$ cat config.mk
export PLATFORM = sky130hd
export DESIGN_NAME = traffic_seq
export DESIGN_NICKNAME = d
export VERILOG_FILES = /design/src/rtl/traffic_pkg.sv /design/src/rtl/traffic_bcd_cnt.sv /design/src/rtl/traffic_seq.sv
export SDC_FILE = /design/constraint.sdc
export NUM_CORES = 1
export LEC_CHECK = 0
export CELL_PAD_IN_SITES_DETAIL_PLACEMENT = 0
export CELL_PAD_IN_SITES_GLOBAL_PLACEMENT = 2
export CORE_ASPECT_RATIO = 0.75
export CORE_MARGIN = 3
export CORE_UTILIZATION = 36
export CTS_BUF_LIST = sky130_fd_sc_hd__clkbuf_8 sky130_fd_sc_hd__clkbuf_16
export DETAILED_ROUTE_END_ITERATION = 10
export PLACE_DENSITY = 0.84
export SLEW_MARGIN = 20
export SYNTH_ARGS = -nofsm -noshare
export SYNTH_HDL_FRONTEND = slang
export SYNTH_SLANG_ARGS = --single-unit
$ cat constraint.sdc
create_clock -name clk1khz -period 4.02 [get_ports clk1khz]
set_input_delay 1.206 -clock clk1khz [delete_from_list [all_inputs] [get_ports clk1khz]]
set_output_delay 1.206 -clock clk1khz [all_outputs]
set_load 0.02 [all_outputs]
$ cat src/rtl/traffic_pkg.sv
// traffic_pkg: shared state encoding, light patterns and night digit code for the sequencer and display driver
package traffic_pkg;
  typedef enum logic [2:0] {
    CLR_A  = 3'd0,
    MAIN_G = 3'd1,
    MAIN_Y = 3'd2,
    CLR_B  = 3'd3,
    SIDE_G = 3'd4,
    SIDE_Y = 3'd5,
    NIGHT  = 3'd6
  } state_e;
  localparam logic [5:0] L_CLR    = 6'b100100;
  localparam logic [5:0] L_MAIN_G = 6'b001100;
  localparam logic [5:0] L_MAIN_Y = 6'b010100;
  localparam logic [5:0] L_SIDE_G = 6'b100001;
  localparam logic [5:0] L_SIDE_Y = 6'b100010;
  localparam logic [5:0] L_NIGHT  = 6'b010010;
  localparam logic [5:0] L_OFF    = 6'b000000;
  localparam logic [3:0] NIGHT_DIGIT = 4'hD;
  function automatic logic [7:0] to_bcd(input int v);
    return {4'(v / 10), 4'(v % 10)};
  endfunction
  function automatic logic [5:0] light_of(input state_e s);
    return (s == MAIN_G) ? L_MAIN_G : (s == MAIN_Y) ? L_MAIN_Y :
           (s == SIDE_G) ? L_SIDE_G : (s == SIDE_Y) ? L_SIDE_Y : L_CLR;
  endfunction
  function automatic state_e next_of(input state_e s);
    return (s == SIDE_Y) ? CLR_A : state_e'(s + 3'd1);
  endfunction
endpackage

$ cat src/rtl/traffic_bcd_cnt.sv
// traffic_bcd_cnt: loadable two-digit BCD down-counter with enable and count==1 flag
module traffic_bcd_cnt (
  input  logic       clk_i,
  input  logic       load_i,
  input  logic [7:0] val_i,
  input  logic       en_i,
  output logic [3:0] tens_o,
  output logic [3:0] ones_o,
  output logic       one_o
);
  logic [7:0] cnt_q;
  always_ff @(posedge clk_i)
    if (load_i) cnt_q <= val_i;
    else if (en_i) cnt_q <= (cnt_q[3:0] == 4'd0) ? {cnt_q[7:4] - 4'd1, 4'd9} : {cnt_q[7:4], cnt_q[3:0] - 4'd1};
  assign tens_o = cnt_q[7:4];
  assign ones_o = cnt_q[3:0];
  assign one_o  = cnt_q == 8'h01;
endmodule

$ cat src/rtl/traffic_seq.sv
// traffic_seq: two-road traffic light sequencer with BCD countdown and night flashing mode.
// Define TRAFFIC_SEQ_REQ_EN to enable request latches that truncate the opposing green.
module traffic_seq
  import traffic_pkg::*;
#(
  parameter int CLK_DIV  = 1000,
  parameter int T_MAIN_G = 29,
  parameter int T_SIDE_G = 19,
  parameter int T_YEL    = 3,
  parameter int T_CLR    = 2,
  parameter int T_PED    = 5
) (
  input  logic       clk1khz,
  input  logic       rst,
  input  logic       night,
  input  logic       req_main,
  input  logic       req_side,
  output logic [5:0] light,
  output logic [3:0] cnt_tens,
  output logic [3:0] cnt_ones,
  output logic [2:0] phase,
  output logic       tick
);
  localparam logic [15:0] DIV_LAST = 16'(CLK_DIV - 1);
  logic [15:0] pre_q;
  logic        tick_q, flash_q, flash_d, side_q, main_q;
  state_e      state_q, state_d, nxt;
  logic [5:0]  light_q, light_d;
  logic [3:0]  tens, ones;
  logic [6:0]  cnt_bin;
  logic [7:0]  load_val;
  logic        one, load, en, trunc;
  function automatic logic [7:0] dur(input state_e s);
    return (s == MAIN_G) ? to_bcd(T_MAIN_G) : (s == SIDE_G) ? to_bcd(T_SIDE_G) :
           (s == MAIN_Y || s == SIDE_Y) ? to_bcd(T_YEL) : to_bcd(T_CLR);
  endfunction
  traffic_bcd_cnt u_cnt (
    .clk_i (clk1khz),
    .load_i(load),
    .val_i (load_val),
    .en_i  (en),
    .tens_o(tens),
    .ones_o(ones),
    .one_o (one)
  );
  assign cnt_bin = 7'({3'b0, tens} * 7'd10 + {3'b0, ones});
  assign trunc   = ((state_q == MAIN_G && side_q) || (state_q == SIDE_G && main_q)) && cnt_bin > 7'(T_PED);
  assign nxt     = next_of(state_q);
  always_comb begin
    state_d  = state_q;
    light_d  = light_q;
    flash_d  = flash_q;
    load     = rst;
    load_val = to_bcd(T_CLR);
    en       = 1'b0;
    if (!rst && tick_q) begin
      if (night) begin
        state_d  = NIGHT;
        flash_d  = (state_q == NIGHT) ? ~flash_q : 1'b1;
        light_d  = (state_q == NIGHT && flash_q) ? L_OFF : L_NIGHT;
        load     = 1'b1;
        load_val = {NIGHT_DIGIT, NIGHT_DIGIT};
      end else if (state_q == NIGHT) begin
        state_d = CLR_A;
        light_d = L_CLR;
        flash_d = 1'b0;
        load    = 1'b1;
      end else if (one) begin
        state_d  = nxt;
        light_d  = light_of(nxt);
        load     = 1'b1;
        load_val = dur(nxt);
      end else if (trunc) begin
        load     = 1'b1;
        load_val = to_bcd(T_PED);
      end else en = 1'b1;
    end
  end
  always_ff @(posedge clk1khz)
    if (rst) begin
      pre_q   <= '0;
      tick_q  <= 1'b0;
      state_q <= CLR_A;
      light_q <= L_CLR;
      flash_q <= 1'b0;
    end else begin
      pre_q   <= (pre_q == DIV_LAST) ? '0 : pre_q + 16'd1;
      tick_q  <= pre_q == DIV_LAST;
      state_q <= state_d;
      light_q <= light_d;
      flash_q <= flash_d;
    end
`ifdef TRAFFIC_SEQ_REQ_EN
  logic night_clr, set_side, set_main;
  // a request arriving on the entry cycle survives the clear; night entry wins
  assign night_clr = tick_q & night;
  assign set_side  = req_side & (state_q != NIGHT) & ~night_clr;
  assign set_main  = req_main & (state_q != NIGHT) & ~night_clr;
  always_ff @(posedge clk1khz)
    if (rst) begin
      side_q <= 1'b0;
      main_q <= 1'b0;
    end else begin
      side_q <= set_side | (side_q & ~night_clr & ~(state_d == SIDE_G && state_q != SIDE_G));
      main_q <= set_main | (main_q & ~night_clr & ~(state_d == MAIN_G && state_q != MAIN_G));
    end
`else
  logic unused_req;
  assign unused_req = req_main ^ req_side;
  assign side_q = 1'b0;
  assign main_q = 1'b0;
`endif
  assign light    = light_q;
  assign cnt_tens = tens;
  assign cnt_ones = ones;
  assign phase    = state_q;
  assign tick     = tick_q;
endmodule

== After elaboration in Yosys (flattened, before gate mapping) ==
Cells that the tools add are included.
Word-level totals
  flip-flop bits (word level): 35
  input port bits: 5
  output and inout bits: 18
  logic and storage cells: 66
Cells by class
  add/sub/neg operators: 4
  equal/unequal tests: 8
  muxes and demuxes: 33
  bitwise gates (word level): 1
  reduce and logical (&&, ||, !) cells: 13
Operators with widths (count)
  two-way mux 6 bit: 8
  two-way mux 8 bit: 5
  two-way mux 3 bit: 6
  adder 16 x 1 -> 16 bit, second input constant: 1
  == test 16 x 10 -> 1 bit, second input constant: 1
  == test 3 bit, second input constant: 4
  two-way mux 1 bit: 12
  two-way mux 5 bit: 2
  == test 8 x 1 -> 1 bit, second input constant: 1
  subtractor 4 x 1 -> 4 bit, second input constant: 2
  AND reduction 2 bit: 3
  nonzero test 2 bit: 3
  logical NOT 4 bit: 1
  adder 3 x 1 -> 3 bit, second input constant: 1
  == test 3 x 1 -> 1 bit, second input constant: 1
  == test 3 x 2 -> 1 bit, second input constant: 1
  nonzero test 3 bit: 1
  logical AND 1 bit: 2
  OR reduction 2 bit: 1
  logical NOT 1 bit: 1
  logical OR 1 bit: 1
  NOT 1 bit: 1

== Depth between registers and ports, before layout ==
Gate-level depths: netlist of the first run.
  depth in word-level cells: 12
  mapped depth: 7

== Hierarchy ==
From an unflattened synthesis of the first run, not the netlist that was laid out.
Unflattened totals
  cells, all modules: 197
  area, all modules: 1750.4 sq um
By module, submodules not included
  traffic_seq: instances 1, cells each 152, area an instance 1270.0 sq um
  traffic_bcd_cnt: instances 1, cells each 45, area an instance 480.5 sq um

== Worst setup path after synthesis of the first run ==
Ideal clock, no wire load.
  kind: in2reg
  start: in rst
  end: reg u_cnt.cnt_q[4], enable pin
  library setup time: 0.365 ns
  arrival: 2.061 ns
  required time: 3.655 ns
  path slack: 1.594 ns
  cell stages on the path: 3
  path buffers: 1
  cells stage by stage: clkbuf_1 or2_2 a21boi_0
Between the ends
  word-level cells in the longest chain between the ends: 6
  elaborated cells on any way between the ends: 10
  classes of those cells: mux: 5; reduce/logical: 5
RTL lines
  start, declared: RTL line traffic_seq.sv:14  | input logic rst,
  two-way mux 1 bit: RTL line traffic_seq.sv:68  | end else if (one) begin
  two-way mux 1 bit: RTL line traffic_seq.sv:63  | end else if (state_q == NIGHT) begin
  two-way mux 1 bit: RTL line traffic_seq.sv:57  | if (night) begin
  two-way mux 1 bit: RTL line traffic_seq.sv:56  | if (!rst && tick_q) begin
  nonzero test 2 bit (no source line)
  AND reduction 2 bit (no source line) *
  end signal, assigned: RTL line traffic_bcd_cnt.sv:13  | if (load_i) cnt_q <= val_i;
  end, declared: RTL line traffic_bcd_cnt.sv:11  | logic [7:0] cnt_q;
Mark *: on every way between the ends. The rest lies on a longest branch, timed or not.
A chain may end at the register's enable or synchronous reset.

== Worst setup path after layout of the first run ==
  start: in night
  end: reg u_cnt.cnt_q[6], enable pin
Between the ends
  word-level cells in the longest chain between the ends: 4
  elaborated cells on any way between the ends: 7
  classes of those cells: mux: 4; reduce/logical: 3
RTL lines
  start, declared: RTL line traffic_seq.sv:15  | input logic night,
  two-way mux 1 bit: RTL line traffic_seq.sv:57
  two-way mux 1 bit: RTL line traffic_seq.sv:56
  nonzero test 2 bit (no source line)
  AND reduction 2 bit (no source line) *
Marked as above.

==> impl_summary.md, run 1 <==
STA
For the pin with the worst max-slew slack, the measured transition is 0.709 ns. The hold violation total from the final report is 0. The setup skew after layout is 0.00851 ns. Across all setup checks in the final design, the least slack found is 0.866 ns.

In the finished design, the share of the clock period the worst path needs comes to between 70 and 80%. The number of max-slew violations in the final report is 0. The setup total negative slack is 0 ns.

The max-slew headroom at the worst pin is 52.3%. Setup repair after global routing left no endpoint under its margin. The number of setup violations in the final report is 0. The fmax is 317 MHz. The minimum clock period after layout is 3.15 ns.

Worst setup path
The family of cells with the greatest summed delay on the critical path is compound AO/OA/AOI/OAI gates. Together, buffers and inverters on the worst path number 1. The required time of the worst setup path is 3.94 ns. The setup check on the worst reg-to-reg path leaves a slack of 1.30 ns. Walking the worst path, the cells encountered are clkdlybuf4s50_1, a221o_1, a21oi_1, a21boi_0. The type of the worst setup path is in2reg. At the worst endpoint, the arrival time is about 3.1 ns.

The critical path capture point type is a flop. The worst setup path is launched from an input port. For this design, the slowest cell found on the critical path is clkdlybuf4s50_1. Along the worst path, the maximum fanout reaches 12. The largest single stage delay on the critical path is 0.72 ns.

GRT
The initial antenna violation count is 0. Entering global routing, the biggest net connects 16 pins. The via count of the first global-routing pass came to 1335. The met3 usage in global routing is 3.61%. The busiest layer in global routing is met1. The met1 usage is 20.7%. The total track usage is between 10 and 15%.

The met2 global-route usage is 20.6%. The global-route wire length before repair is 6420 um. The leftover overflow at the end of global routing is 0.

Placement
Once detailed placement completed, the half-perimeter wirelength came to ~2700 um. OpenSTA, run right after detailed placement, puts the worst setup slack at 0.621 ns. The number of buffers inserted by port buffering is 20.

Routability-driven placement finished with a final weighted congestion of 0.770.

Flow run
The tool flagged a number of max-cap violations equal to 0.

Clock network
CTS placed an instance of clkbuf_8 at the clock tree root. TritonCTS built the clock tree. The clock passes through at most 2 buffers.

The TritonCTS buffer count is 5. The count of cells resized by post-cts repair is 0. The number of hold buffers added after CTS was 0. The clock insertion delay at the later pin of the skew report is 0.29 ns.

CTS built an H-tree with a depth of 2. The count of buffers added by post-CTS timing repair for setup is 0. After clock tree synthesis, the clock-pin slew on the worst setup and hold paths is 0.07 ns.

Counting every sink on the clock net gives 35.

Outcome
The flow ran to the end, and the final reports show no timing, DRC or antenna violations.

Cells and area
The layout overhead on the synthesized area is 18.7%. The count of inserted antenna diode cells is 0. The number of filler instances in the final layout is 445.

Cells fill 45.2% of the core in the end. The post-route netlist has 6.90% of its cells at a drive strength greater than 1. The number of nets in the final layout is 210.

Synthesis
Synthesis produced a netlist with a net count of 192. The top flip-flop cell by instance count after synthesis is dfxtp_1. For this run, asynchronously set or reset flops after synthesis account for 0%. In this run the cell area of the synthesized design comes to 0.00173 sq mm. The number of warning messages in the yosys log is 0. Counting distinct cell types in the post-synthesis netlist gives 48. The number of flops mapped to enable cells by yosys is 8.

The flop and latch count out of synthesis is 35. The share of synthesized area occupied by flip-flops and latches is a little under half. In this run the mean area of a mapped cell was ~9.4 sq um.

The cell count after synthesis came out at 184.

Floorplan
Row generation in the floorplan step produced 21 rows. 23 I/O pins were placed. The floorplan step set the die height to around 66 um.

The width of the die is 86.0 um. The area of the die is around 0.0057 sq mm. After floorplanning, the core was sized to cover 0.00455 sq mm. The initial standard-cell utilization of the core is a little under two fifths.

Routing
The number of nets still failing antenna checks after routing is 0. The post-detailed-routing wire length is 3710 um. In this run, the number of DRC markers left after iteration 0 of detailed routing was 95. In the final routed layout, each cell accounts on average for 14.3 um. The pre-antenna-repair detailed-routing pass consisted of 4 iterations.

The average via count per standard cell is roughly 5.4. The final route contains 1407 vias. After detailed routing, the number of remaining DRC violations is 0.

Pwr
The static leakage power is 0.696 nW. The maximum vdd drop is 0.000151 V. The total power density per cell area is 342 mW/mm^2.

Min path
The type of the most critical hold path is reg2reg.
## layer usage
layer	routed length, um	up-vias
li1	-	704
met1	1980	670
met2	1520	29
met3	163	4
met4	40	0
met5	0	-
## final cells by class
class / instances / area, sq um / area share (%)
clock inverter: 1 / 3.75 / 0.183
multi-input combinational: 132 / 871 / 42.4
timing repair buffer: 20 / 200 / 9.75
tap: 57 / 71.3 / 3.47
sequential: 35 / 781 / 38.0
clock buffer: 7 / 96.3 / 4.69
inverter: 8 / 30.0 / 1.46
## worst register-to-register path, stage by stage, from the launching register on
cell      delay, ns
edfxtp_1       0.48
nor3_1         0.63
a221o_1        0.41
a21oi_1        0.21
a21boi_0       0.63
## placed cells by master, fill, tap and decap left out, types with 4 or more instances in the layout
cell | Yosys | routed
a21oi_1 | 5 | 5
xnor2_1 | 13 | 13
nor2_1 | 24 | 24
nand2_1 | 11 | 11
o31ai_1 | 4 | 4
nand3_1 | 5 | 5
xor2_1 | 5 | 5
clkbuf_8 | 0 | 7
nor3_1 | 7 | 7
clkdlybuf4s50_1 | 0 | 20
inv_1 | 8 | 9
edfxtp_1 | 8 | 8
o32ai_1 | 4 | 4
o21ai_0 | 5 | 5
nor2b_1 | 4 | 4
dfxtp_1 | 27 | 27
## worst paths after layout
kind | startpoint | endpoint | cells after the start
setup / recovery | night | u_cnt.cnt_q[6] | 4
hold / removal | pre_q[0] | pre_q[0] | 1
setup reg to reg | u_cnt.cnt_q[1] | u_cnt.cnt_q[6] | 4
hold reg to reg | pre_q[0] | pre_q[0] | 1
## stage by stage
stage | hold slack (ns) | cells | total power, mW | instance area [sq um]
floorplan | 0.417 | 184 | 0.418 | 1730
global placement | 0.427 | 252 | 0.435 | 1950
detailed placement | 0.445 | 252 | 0.436 | 1950
CTS | 0.454 | 260 | 0.708 | 2050
global route | 0.476 | 260 | 0.735 | 2050
finish | 0.447 | 260 | 0.702 | 2050
## Yosys cell counts, drive strengths merged (2+ instances only)
master    n  area share, %
or4       5            2.6
nand2    11            2.4
nand3     6            2.0
a31oi     3            1.1
o21ai     5            1.4
o31ai     4            1.7
buf       3            1.4
nor2     24            5.2
nand2b    2            1.2
a21boi    2           0.87
o2bb2ai   3            1.5
nor3      7            2.0
inv       8            1.7
xor2      5            2.5
ha        3            2.2
clkbuf    6            1.3
o32ai     4            2.0
edfxtp    8             14
dfxtp    27             31
nor2b     4            1.4
o22ai     2           0.72
nor4      3            1.1
xnor2    13            6.6
a21oi     5            1.4
nand4     3            1.4
## cell families after synthesis
logic type | after synthesis | share of synthesized area (%)
and+or+nand+nor | 72 | 22.5
xor gates and xnor gates | 18 | 9.12
AOI/OAI and AO/OA | 39 | 16.6
adders and majority gates | 3 | 2.17
DFF | 35 | 45.2
buffers and inverters | 17 | 4.49
## report_power, final
part	switching (mW)	total (mW)	internal (mW)
logic	0.0307	0.0527	0.0220
registers	0.00781	0.376	0.368
clock network	0.120	0.274	0.154
## state kept, by name, indices dropped and copies added, names as in the netlist
signal / cells
pre_q: 16
u_cnt.cnt_q: 8
light: 6
phase: 3
flash_q: 1
tick: 1
Note: power is estimated with default switching activity, not from simulation.
==> run 2: changes to the inputs <==
--- a/config.mk
+++ b/config.mk
@@ -9,10 +9,10 @@
 export CELL_PAD_IN_SITES_GLOBAL_PLACEMENT = 2
 export CORE_ASPECT_RATIO = 0.75
 export CORE_MARGIN = 3
-export CORE_UTILIZATION = 36
+export CORE_UTILIZATION = 30
 export CTS_BUF_LIST = sky130_fd_sc_hd__clkbuf_8 sky130_fd_sc_hd__clkbuf_16
 export DETAILED_ROUTE_END_ITERATION = 10
-export PLACE_DENSITY = 0.84
+export PLACE_DENSITY = 0.75
 export SLEW_MARGIN = 20
 export SYNTH_ARGS = -nofsm -noshare
 export SYNTH_HDL_FRONTEND = slang
==> constraint.sdc (replaced) <==
create_clock -name clk1khz -period 2.85 [get_ports clk1khz]
set_input_delay 0.855 -clock clk1khz [delete_from_list [all_inputs] [get_ports clk1khz]]
set_output_delay 0.855 -clock clk1khz [all_outputs]
set_load 0.02 [all_outputs]
==> impl_summary.md, run 2 (synthesis results as in run 1) <==
Cells and area
The register with the highest flop count is pre_q. The area taken by flip-flops and latches is 781 sq um. Leaving out fill and tap cells, the most frequent cells in the layout are dfxtp_1, nor2_1, clkdlybuf4s50_1. From synthesis to final layout, the design area changed by 20.6%. The net count of the finished layout is 214. The final design instance area without fill is 0.00209 sq mm.

The multi-input combinational cells in the finished layout cover a total of ~870 sq um. Cells fill about two fifths of the core in the end. The register with the most flip-flops in the layout has 16 of them. Leaving out fill and tap cells, the most frequent cell in the layout is dfxtp_1. The final standard cell count with taps included and fillers excluded is around 280. Cells with a size suffix above 1 make up 7.73% of the layout. Counting the fill cells in the layout gives 571. The count of inserted antenna diode cells is 0.

Min path
The path class of the tightest hold or removal check is reg2reg. The hold path startpoint is pre_q[0]. The worst hold endpoint is pre_q[0].

Along the worst hold path, the cell count comes to 1.

GRT
For this run the aggregate overflow at the end of global routing stands at 0. The total track usage is 12.5%. The pin count of the biggest net entering global routing is 16. The initial antenna violation count is 0. The via count of the first global-routing pass was 1358.

The global-route wire length before repair is 6650 um.

Clock network
The buffer type at the clock tree root is clkbuf_8. The count of cells resized by post-cts repair is 0. TritonCTS built the clock tree.

The hold buffer count at cts is 0. The TritonCTS buffer count is 5. The clock transition time at the flip-flop clock pins of the worst setup and hold paths is 0.07 ns. The total number of clock tree sinks is 35. The count of buffers added by post-CTS timing repair for setup is 0. The longest clock path from root to sink contains 2 buffers.

The clock insertion delay at the later pin of the skew report is roughly 0.28 ns. The maximum level of the CTS H-tree is 2.

Worst setup path
The worst setup path is captured at an output port. In this design, the stage delay of the slowest critical-path cell is 0.69 ns. The startpoint of the worst register-to-register path is u_cnt.cnt_q[4]. The total buffers and inverters traversed by the critical path is 1. The worst setup path is launched from a flop. For the worst setup path, the data required time is 2.00 ns.

For flop-to-flop paths, the worst setup slack is 0.47 ns. The signal on the critical path passes through clkdlybuf4s50_1. The type of the worst setup path is reg2out. In this run the critical register-to-register path is captured at u_cnt.cnt_q[7]. Counting cells, the worst reg-to-reg path comes to 6.

The family of cells with the greatest summed delay on the critical path is buffers and inverters. Along the worst path, the maximum fanout reaches 11. STA puts the critical path data arrival time at between 1.5 and 2 ns. The cell type of the slowest stage on the worst timing path is clkdlybuf4s50_1.

Floorplan
Measured along the x axis, the die boundary spans approximately 94 um. The die is between 70 and 80 um tall. After floorplanning, the core was sized to cover 0.00547 sq mm.

The initial standard-cell utilization of the core is 31.6%. After floorplanning, the core was divided into 23 placement rows. The die covers roughly 0.0067 sq mm. The number of top-level pins is 23.

Placement
The instance area after placement is between 0.002 and 0.0025 sq mm. The worst setup timing slack at the placement stage is 0.209 ns. The number of buffers inserted by port buffering is 20. In this run, placement finished with an instance count of roughly 270. The half-perimeter wire length of the detailed placement result is 2890 um. The final RePlAce weighted congestion is about 0.76.

STA
Setup repair after global routing left no endpoint under its margin. The hold violation total from the final report is 0. The final critical path takes up 83.8% of the cycle. The setup total negative slack is 0 ns.

The number of setup violations in the final report is 0. The final worst setup slack is 0.463 ns. The smallest clock period supported by the final layout is computed as around 2.4 ns. For the pin with the worst max-slew slack, the measured transition is 0.682 ns. The number of max-slew violations in the final report is 0. The setup skew after layout is 0.00815 ns. The fmax is 419 MHz. The tightest hold path in the finished design has a slack of 0.455 ns. The worst pin sits at a relative slew slack of a little over half.

Pwr
The total power draw is 0.940 mW. The total power density per cell area is between 400 and 500 mW/mm^2. Across the VDD grid, the largest voltage drop is about 0.00019 V. The switching fraction of total power is 23.7%. The internal portion of the total power is ~0.72 mW. Combinational cells account for between 8 and 9% of the total power. The relative contribution of the clock network to total power is 35.0%. The part of the power in registers is 56.4%.

Summed over all nets, the switching power comes to 0.223 mW. Summed over all cells, the static leakage comes to 0.704 nW.

Routing
The detailed router finished its first iteration with 53 violations. The number of design rule violations left after detail routing is 0. The number of nets still failing antenna checks after routing is 0. Dividing the detail-routed wire length by the instance count gives 14.3 um.

After detailed routing, the total wire length is 4030 um. The first detailed-routing pass ran for 4 iterations. The total number of vias is between 1000 and 1500. The average via count per standard cell is 5.04.

Outcome
The flow ran to the end, and the final reports show no timing, DRC or antenna violations.

Flow run
The max-capacitance violation count is 0.
run 2: cell types whose count changed in the layout (fill, tap and decap cells not counted), sizes merged:
cell,change
buf,+4
clkbuf,-2
clkinv,+2
run 2: power by group through the flow:
stage	registers [mW]	logic [mW]	clock network, mW
finish	0.530	0.0804	0.329
global route	0.532	0.0872	0.363
CTS	0.530	0.0805	0.339
detailed placement	0.541	0.0801	0
global placement	0.540	0.0793	0
floorplan	0.547	0.0430	0
run 2: layout make-up:
cell class	count	area share, %
clock buffers	5	3.30
clock inverters	3	0.540
inverters	8	1.44
multi-input cells	132	41.8
flip-flops and latches	35	37.4
well taps	75	4.50
repair buffers	24	11.0
run 2: worst max path at each step:
| stage | startpoint | end | slack [ns] | depth (start not counted) |
|---|---|---|---|---|
| after floorplan | u_cnt.cnt_q[4] | u_cnt.cnt_q[4] | 0.63 | 6 |
| final | phase[0] | phase[0] | 0.46 | 1 |
| after detailed placement | night | u_cnt.cnt_q[7] | 0.21 | 4 |
| after global routing | u_cnt.cnt_q[4] | u_cnt.cnt_q[7] | 0.37 | 6 |
| after global placement | night | u_cnt.cnt_q[7] | 0.31 | 4 |
| after CTS | tick | tick | 0.46 | 1 |
run 2: per-layer routing:
metal | GRT usage, % | vias up | share of wire (%)
met4 | 3.21 | 0 | 0.30
met1 | 18.8 | 686 | 56
li1 | - | 715 | -
met5 | 0 | - | 0
met2 | 17.5 | 17 | 41
met3 | 3.57 | 2 | 2.7
==> run 3: changes to the inputs <==
==> constraint.sdc (replaced) <==
create_clock -name clk1khz -period 2.1 [get_ports clk1khz]
set_input_delay 0.63 -clock clk1khz [delete_from_list [all_inputs] [get_ports clk1khz]]
set_output_delay 0.63 -clock clk1khz [all_outputs]
set_load 0.02 [all_outputs]
==> impl_summary.md, run 3 (synthesis results as in run 1) <==
Outcome
The flow ran to the end, and the final reports show no timing, DRC or antenna violations.

GRT
Across every metal layer, demand over resource in global routing totals around 14%. The initial antenna violation count is 0. The via count of the first global-routing pass is 1417. The global-route wire length before repair is 7190 um. The pin count of the biggest net entering global routing is 16. The leftover overflow at the end of global routing is 0.

Cells and area
The top cell types in the final layout, fill and taps aside, are dfxtp_1, nor2_1, buf_4. More flip-flops sit in one register than any other, and that register is pre_q. The area of the multi-input gates is 911 sq um. The area growth from synthesis to layout is 30.8%. The leading cell type in the layout, fill and taps excluded is dfxtp_1. The count of inserted antenna diode cells is 0. Once layout is complete, the cells apart from fillers number 299. The final design instance area without fill is 0.00226 sq mm. Fill cells in the final layout number around 550. For this run, the post-layout net count is roughly 230. Registers take roughly 800 sq um. The share of final-layout standard cells stronger than drive strength 1 is 18.8%. The register with the most flip-flops in the layout has 16 of them.

Floorplan
Measured along the x axis, the die boundary spans 93.7 um. The vertical die dimension is 71.8 um. 23 I/O pins were placed.

The floorplan step defined a die boundary enclosing 0.00672 sq mm. The core region is roughly 0.0055 sq mm. The initial standard-cell utilization of the core is 31.6%. The number of placement rows is 23.

Routing
After detailed routing, the average wire length per cell comes to 14.4 um. For this run, the detailed router's first-pass iteration total came to 4. The DRC marker count from the first detailed-route iteration is 100. The count of nets left with antenna violations once routing finished came out at 0. The routed layout has 1535 vias. For this block, the routed nets add up to 4320 um of wire. In the routed layout, each cell is associated on average with a via count of 5.13. After detailed routing, the number of remaining DRC violations is 0.

Pwr
Summed over all cells, the static leakage comes to 0.813 nW. IR analysis of the VDD net gives a maximum drop of about 0.00021 V. Dividing total power by cell area gives a power density of 581 mW/mm^2.

Worst setup path
The type of the worst setup path is reg2reg. The worst setup path is launched from a flop. Of all nets on the critical path, the largest fanout is 4. The worst register-to-register path begins at u_cnt.cnt_q[5]. The number of cell instances on the worst register-to-register path is 7. The destination of the worst register-to-register timing path is light[2].

The worst path arrival time is ~2.2 ns. The minimum setup slack among reg-to-reg paths is 0.07 ns. STA classifies the critical path endpoint as a flop. The required time of the worst setup path is 2.27 ns.

Clock network
The total number of clock tree sinks is 35. The maximum level of the CTS H-tree is 2. The clock insertion delay at the later pin of the skew report is 0.28 ns. The count of buffers added by post-CTS timing repair for setup is 0. The clock tree from TritonCTS is built. The clock passes through at most 2 buffers.

The TritonCTS buffer count is 5. The buffer type at the clock tree root is clkbuf_8. The hold buffer count at cts is 0.

After clock tree synthesis, the clock-pin slew on the worst setup and hold paths is 0.07 ns.

STA
The clock arrives with roughly 0.0065 ns of skew. The worst pin sits at a relative slew slack of 76.1%. The hold violation total from the final report is 0.

In the final timing run, aggregate negative setup slack is 0 ns. The number of max-slew violations in the final report is 0. The part of the cycle the worst path needs is 96.5%. The routed design could run at a clock period as short as 2.03 ns. Setup violations remaining at the end of the flow were counted as 0.

The slew at the pin closest to its max-slew limit is about 0.36 ns. The final worst setup slack is between 0.07 and 0.08 ns. Setup repair after global routing left no endpoint under its margin. The final hold slack is 0.449 ns. The fmax is 494 MHz.

Flow run
The max-capacitance violation count is 0.

Min path
The worst hold path belongs to the class reg2reg. Counting instances, the worst hold path has a depth of 1. In this run the most critical hold path is launched from pre_q[0]. For hold timing, the worst endpoint is pre_q[0].

Placement
Routability-driven placement finished with a final weighted congestion of 0.884. The worst setup timing slack at the placement stage is -0.221 ns. The instance count after placement with tap cells included is 291. The number of buffers inserted by port buffering is 20. The half-perimeter wire length of the detailed placement result is 3240 um. The instance area after placement is between 0.002 and 0.0025 sq mm.
[run 3: metal layers]
layer,GRT usage (%),share of wire [%],up-vias
met5,0,0,-
met4,4.81,1.8,0
met3,3.67,5.0,7
met2,18.9,41,45
met1,20.2,52,736
li1,-,-,747
[run 3: critical path, stage by stage (launching register included)]
cell	delay (ns)
edfxtp_1	0.37
inv_1	0.07
ha_1	0.17
and4bb_2	0.23
a221o_1	0.42
buf_6	0.16
and2_1	0.17
a311o_1	0.31
[run 3: timing repair]
item                                    CTS  global route
endpoints found under the setup margin    5             8
resized for setup                         2             8
cloned                                    0             0
[run 3: worst max-delay path by stage]
stage | slack (ns) | to | from | cells past startpoint
after floorplan | 0.002 | u_cnt.cnt_q[3] | u_cnt.cnt_q[4] | 7
after global placement | -0.17 | u_cnt.cnt_q[7] | night | 4
after detailed placement | -0.22 | u_cnt.cnt_q[6] | night | 4
after CTS | 0.01 | cnt_ones[0] | u_cnt.cnt_q[0] | 2
after global routing | 0.004 | light[2] | u_cnt.cnt_q[4] | 7
final | 0.07 | light[2] | u_cnt.cnt_q[5] | 7
[run 3: metrics by stage]
| step | power, mW | util [%] |
|---|---|---|
| floorplan | 0.804 | - |
| global placement | 0.859 | 39.2 |
| detailed placement | 0.863 | 39.2 |
| CTS | 1.33 | 40.7 |
| global route | 1.38 | 41.4 |
| finish | 1.31 | 41.4 |
[run 3: cell type report]
cell class                      count  area share [%]
Inverter                            8            1.33
Sequential cell                    35            34.6
Clock inverter                      3           0.553
Tap cell                           75            4.15
Timing Repair Buffer               41            16.1
Clock buffer                        5            3.04
Multi-Input combinational cell    132            40.3
[run 3: power breakdown]
group          internal (mW)  switching, mW  total (mW)
Combinational         0.0651         0.0706       0.136
Clock                  0.223          0.238       0.461
Sequential             0.704         0.0141       0.718
